`src/rtl/fifo_uart_tx_if.sv`:
```
// fifo_uart_tx_if: read port of the byte FIFO as seen by its single consumer.
// master = the consumer (issues ren), slave = the FIFO (returns empty/data).
interface fifo_uart_tx_if;
    logic       ren;
    logic       empty;
    logic [7:0] fifo_dout;

    modport master (output ren, input empty, input fifo_dout);
    modport slave  (input ren, output empty, output fifo_dout);
endinterface

```
`src/rtl/fifo_uart_tx.sv`:
```
// fifo_uart_tx: pops bytes from the read side of a byte FIFO and serializes
// them as UART frames (start bit, 8 data bits LSB first, stop bit).
// Everything runs in the FIFO read-clock domain (rclk / rrst_n).
// Optional feature: define FIFO_UART_TX_PARITY_EN to insert an even-parity
// bit between the last data bit and the stop bit (11-bit frame).
module fifo_uart_tx #(
    parameter int CLKS_PER_BIT = 16
) (
    input  logic           rclk,
    input  logic           rrst_n,
    input  logic           tx_en,
    fifo_uart_tx_if.master fifo,
    output logic           txd,
    output logic           busy
);

    localparam int              CNT_W    = $clog2(CLKS_PER_BIT);
    localparam logic [CNT_W-1:0] CNT_LAST = CNT_W'(CLKS_PER_BIT - 1);

    typedef enum logic [2:0] {
        S_IDLE,
        S_REQ,
        S_LOAD,
        S_START,
        S_DATA,
`ifdef FIFO_UART_TX_PARITY_EN
        S_PARITY,
`endif
        S_STOP
    } state_t;

    state_t           state;
    logic [CNT_W-1:0] baud_cnt;
    logic [2:0]       bit_idx;
    logic [7:0]       shift;
`ifdef FIFO_UART_TX_PARITY_EN
    logic             parity_bit;
`endif

    logic bit_end;
    assign bit_end = (baud_cnt == CNT_LAST);

    // busy is a pure decode of the state so it drops together with reset.
    assign busy = (state != S_IDLE);

    // Frame sequencer: FIFO pop handshake, bit timing and the serial output.
    // NOTE: every register here uses <= so all of them update from the same
    // pre-edge values; the reset branch is asynchronous so txd goes high and
    // ren drops the moment rrst_n falls, not at the next clock.
    always_ff @(posedge rclk or negedge rrst_n) begin
        if (!rrst_n) begin
            state      <= S_IDLE;
            fifo.ren   <= 1'b0;
            txd        <= 1'b1;
            baud_cnt   <= '0;
            bit_idx    <= '0;
            shift      <= '0;
`ifdef FIFO_UART_TX_PARITY_EN
            parity_bit <= 1'b0;
`endif
        end else begin
            case (state)
                S_IDLE: begin
                    txd <= 1'b1;
                    if (tx_en && !fifo.empty) begin
                        fifo.ren <= 1'b1;
                        state    <= S_REQ;
                    end
                end

                // The FIFO sees ren=1 on this edge and presents the byte
                // on fifo_dout from here on; empty is not re-checked since
                // nobody else can drain the FIFO meanwhile.
                S_REQ: begin
                    fifo.ren <= 1'b0;
                    state    <= S_LOAD;
                end

                S_LOAD: begin
                    shift      <= fifo.fifo_dout;
`ifdef FIFO_UART_TX_PARITY_EN
                    parity_bit <= ^fifo.fifo_dout;
`endif
                    txd        <= 1'b0;
                    baud_cnt   <= '0;
                    bit_idx    <= '0;
                    state      <= S_START;
                end

                S_START: begin
                    if (bit_end) begin
                        baud_cnt <= '0;
                        txd      <= shift[0];
                        state    <= S_DATA;
                    end else begin
                        baud_cnt <= baud_cnt + CNT_W'(1);
                    end
                end

                S_DATA: begin
                    if (bit_end) begin
                        baud_cnt <= '0;
                        if (bit_idx == 3'd7) begin
`ifdef FIFO_UART_TX_PARITY_EN
                            txd   <= parity_bit;
                            state <= S_PARITY;
`else
                            txd   <= 1'b1;
                            state <= S_STOP;
`endif
                        end else begin
                            bit_idx <= bit_idx + 3'd1;
                            shift   <= {1'b0, shift[7:1]};
                            txd     <= shift[1];
                        end
                    end else begin
                        baud_cnt <= baud_cnt + CNT_W'(1);
                    end
                end

`ifdef FIFO_UART_TX_PARITY_EN
                S_PARITY: begin
                    if (bit_end) begin
                        baud_cnt <= '0;
                        txd      <= 1'b1;
                        state    <= S_STOP;
                    end else begin
                        baud_cnt <= baud_cnt + CNT_W'(1);
                    end
                end
`endif

                S_STOP: begin
                    if (bit_end) begin
                        baud_cnt <= '0;
                        state    <= S_IDLE;
                    end else begin
                        baud_cnt <= baud_cnt + CNT_W'(1);
                    end
                end

                default: begin
                    fifo.ren <= 1'b0;
                    txd      <= 1'b1;
                    state    <= S_IDLE;
                end
            endcase
        end
    end

endmodule

```
`src/flat_wrapper.sv`:
```
// flat-port wrapper written by rule: the top's interface ports become plain ports
module fifo_uart_tx_flat 
#(
    parameter int CLKS_PER_BIT = 16
)
  (rclk, rrst_n, tx_en, txd, busy, fifo_ren, fifo_empty, fifo_fifo_dout);
  fifo_uart_tx_if fifo_i ();
  input  logic rclk;
  input  logic rrst_n;
  input  logic tx_en;
  output logic txd;
  output logic busy;
  output wire logic [$bits(fifo_i.ren)-1:0] fifo_ren;
  input wire logic [$bits(fifo_i.empty)-1:0] fifo_empty;
  input wire logic [$bits(fifo_i.fifo_dout)-1:0] fifo_fifo_dout;
  assign fifo_ren = fifo_i.ren;
  assign fifo_i.empty = fifo_empty;
  assign fifo_i.fifo_dout = fifo_fifo_dout;
  fifo_uart_tx #(.CLKS_PER_BIT(CLKS_PER_BIT)) u_core (.rclk(rclk), .rrst_n(rrst_n), .tx_en(tx_en), .fifo(fifo_i), .txd(txd), .busy(busy));
endmodule
```
`config.mk`:
```
export PLATFORM = sky130hd
export DESIGN_NAME = fifo_uart_tx_flat
export DESIGN_NICKNAME = d
export VERILOG_FILES = /design/src/rtl/fifo_uart_tx_if.sv /design/src/rtl/fifo_uart_tx.sv /design/src/flat_wrapper.sv
export SDC_FILE = /design/constraint.sdc
export NUM_CORES = 1
export LEC_CHECK = 0
export ABC_AREA = 1
export ABC_CLOCK_PERIOD_IN_PS = 2800
export CORE_ASPECT_RATIO = 0.75
export CORE_MARGIN = 3
export CORE_UTILIZATION = 54
export DETAILED_ROUTE_END_ITERATION = 7
export PLACE_DENSITY = 0.81
export SKIP_CTS_REPAIR_TIMING = 1
export SYNTH_ARGS = -nofsm -noshare
export SYNTH_HDL_FRONTEND = slang
export SYNTH_SLANG_ARGS = --single-unit
```
`constraint.sdc`:
```
create_clock -name rclk -period 2.8 [get_ports rclk]
set_input_delay 0.56 -clock rclk [delete_from_list [all_inputs] [get_ports rclk]]
set_output_delay 0.56 -clock rclk [all_outputs]
set_load 0.1 [all_outputs]
```
==> results.yml <==
outcome:
  outcome: "finished clean"
power_and_ir_drop:
  p_int_uw: 813
  p_seq_share_pct: 32.6
  p_leak_nw: 0.755
  powerDensity_nw_per_um2: 1180
  vdd_drop_max_v: 0.000944
  pwr-share-clk_pct: 15.0
  p_sw_uw: 796
  combPwrFrac_pct: 52.4
  sw_frac_of_total_pct: 49.5
final_layout:
  layout_commonest_cell: "nand2_1"
  final_core_util_pct: 72.3
  fillers: 159
  antenna_cells: 0
  finish.instance_area_um2: 1360
  nNetsFinal: 183
  syn_to_final_growth_pct: 15.8
  finalNonFillerCells: 189
  layout-drive-gt1-share_pct: 17.4
  mostFrequentLayoutCells: "nand2_1 (73), dfrtp_1 (19), nand3_1 (11), clkdlybuf4s50_1 (11), inv_1 (9)"
placement:
  dp.cells: 185
  port_buffers: 14
  placed_area_um2: 1310
  place.gp.congestion: 0.757
  dpl.hpwl_um: 1620
detailed_routing:
  wl_per_cell_um: 11.7
  met2_length_um: 993
  drtIter0Drc: 39
  highest_layer: "met4"
  met3_length_um: 154
  wl_met1_um: 1040
  ant_nets: 0
  vias: 966
  wl_um: 2210
  first_pass_iters: 6
  drc: 0
  via_per_inst: 5.11
yosys:
  syn_nets: 166
  syn_avg_cell_area_um2: 7.80
  synthFlopType: "dfrtp_1"
  seq_area_frac_synth_pct: 42.6
  ys_types: 23
  synthTopCellsByArea: "dfrtp_1 (40%), nand2_1 (23%), nand3_1 (4.7%)"
  syn_inst: 151
  netlist.area_leader.share_pct: 40.4
  mappedNetlistArea_um2: 1180
  synth_area_leader_cell: "dfrtp_1"
  synth_enable_flop_cells: 0
  ys_seq_elements: 20
  async_flop_share_pct: 100
  yosysWarnings: 0
cts:
  htreeDepth: 1
  cts_made_buffers: 3
  root_buffer: "clkbuf_4"
  cts_tree: "done"
  path_clk_slew_ns: 0.13
  clk_latency_ns: 0.32
  clock_path_buffers: 2
  cts_sinks: 20
timing:
  tightest_slew_ns: 0.369
  drv_slew: 0
  setup_viol: 0
  fin_crit_ns: 1.98
  rsz0062_at_grt: "false"
  skew_ns: 0.0215
  relSlewSlack_pct: 75.4
  holdWs_ns: 0.486
  period_share_pct: 70.6
  hold_violations: 0
  tns_ns: 0
  max_freq_ghz: 0.506
floorplanning:
  io_pins: 15
  initial_core_util_pct: 62.4
  num_rows: 13
  die_x_um: 59.9
  die_h_um: 46.4
  die_area_um2: 2780
  core_area_um2: 1890
setup_path:
  cp_max_fo: 7
  cp-end-kind: "output pin"
  crit_type: "flop to output pin"
  critPathArrivalTime_ns: 1.42
  cp-start-kind: "flop"
  required_ns: 2.24
worst_hold_path:
  worstHoldPathType: "flop to flop"
global_route:
  track_usage_pct: 18.9
  grt_pass1_wl_um: 3800
  grt_pass1_vias: 878
  antenna_found_initial: 0
  grt_overflow_total: 0
  grt_max_degree: 21
flow_run:
  cap_viol_max_count: 0
-- cell type report --
class | count | area [um^2] | area share [%]
Multi-Input combinational cell | 115 | 591 | 43.3
Inverter | 13 | 51.3 | 3.76
Tap cell | 22 | 27.5 | 2.02
Clock inverter | 1 | 30.0 | 2.20
Timing Repair Buffer | 15 | 140 | 10.3
Sequential cell | 20 | 502 | 36.8
Clock buffer | 3 | 22.5 | 1.65
-- cells in the mapped netlist, drive strengths merged (2+ instances only) --
cell and n:
nand2 79, dfrtp 19, nand3 14, inv 13, o21ai 8, nor2 5, buf 3, ha 3
a21oi 2, or2 2
-- stage by stage --
step	setup slack [ns]	power [mW]
floorplan	1.01	1.23
global placement	1.21	1.34
detailed placement	1.20	1.37
CTS	0.826	1.62
global route	0.743	1.74
finish	0.822	1.61
-- path summary, 6_finish.rpt --
path | startpoint | endpoint | slack (ns) | cells after the start
worst min-delay path | u_core.fifo.ren | u_core.fifo.ren | 0.49 | 2
worst max register to register | u_core.state[0] | u_core.shift[6] | 1.27 | 7
worst min register to register | u_core.fifo.ren | u_core.fifo.ren | 0.49 | 2
worst max-delay path | u_core.state[0] | busy | 0.82 | 5
max in group asynchronous | rrst_n | u_core.txd | 1.98 | 2
min in group asynchronous | rrst_n | u_core.fifo.ren | 0.55 | 2
-- kinds of logic (layout without fill, tap and decap cells) --
group	Yosys count	after routing	synth area share, %
AND/OR/NAND/NOR	100	100	39.4
flip-flops	20	20	42.6
buffers and inverters	16	32	7.23
AO/OA/AOI/OAI	11	11	6.80
adder cells (fa/ha/maj)	3	3	3.19
XOR/XNOR	1	1	0.744
-- power by group through the flow --
stage,sequential (mW),combinational [mW],clock (mW)
global route,0.538,0.944,0.256
CTS,0.523,0.848,0.245
detailed placement,0.529,0.843,0
floorplan,0.606,0.624,0
global placement,0.523,0.819,0
finish,0.525,0.842,0.242
-- metal layers --
metal  GRT usage (%)  vias up
li1                -      507
met1            25.7      428
met3            5.04        2
met5               0        -
met4            6.64        0
met2            29.1       29
-- sequential cells by signal (all words and copies together), names as in the netlist --
signal,cells
u_core.fifo.ren,1
u_core.txd,1
u_core.baud_cnt,4
u_core.bit_idx,3
u_core.shift,8
u_core.state,3
-- worst max-delay path: stages, from the launching register on --
cell and delay [ns]:
dfrtp_1 0.50, inv_2 0.09, nand2_4 0.10, nor2_1 0.06
inv_1 0.07, buf_4 0.28
Note: power is estimated with default switching activity, not from simulation.
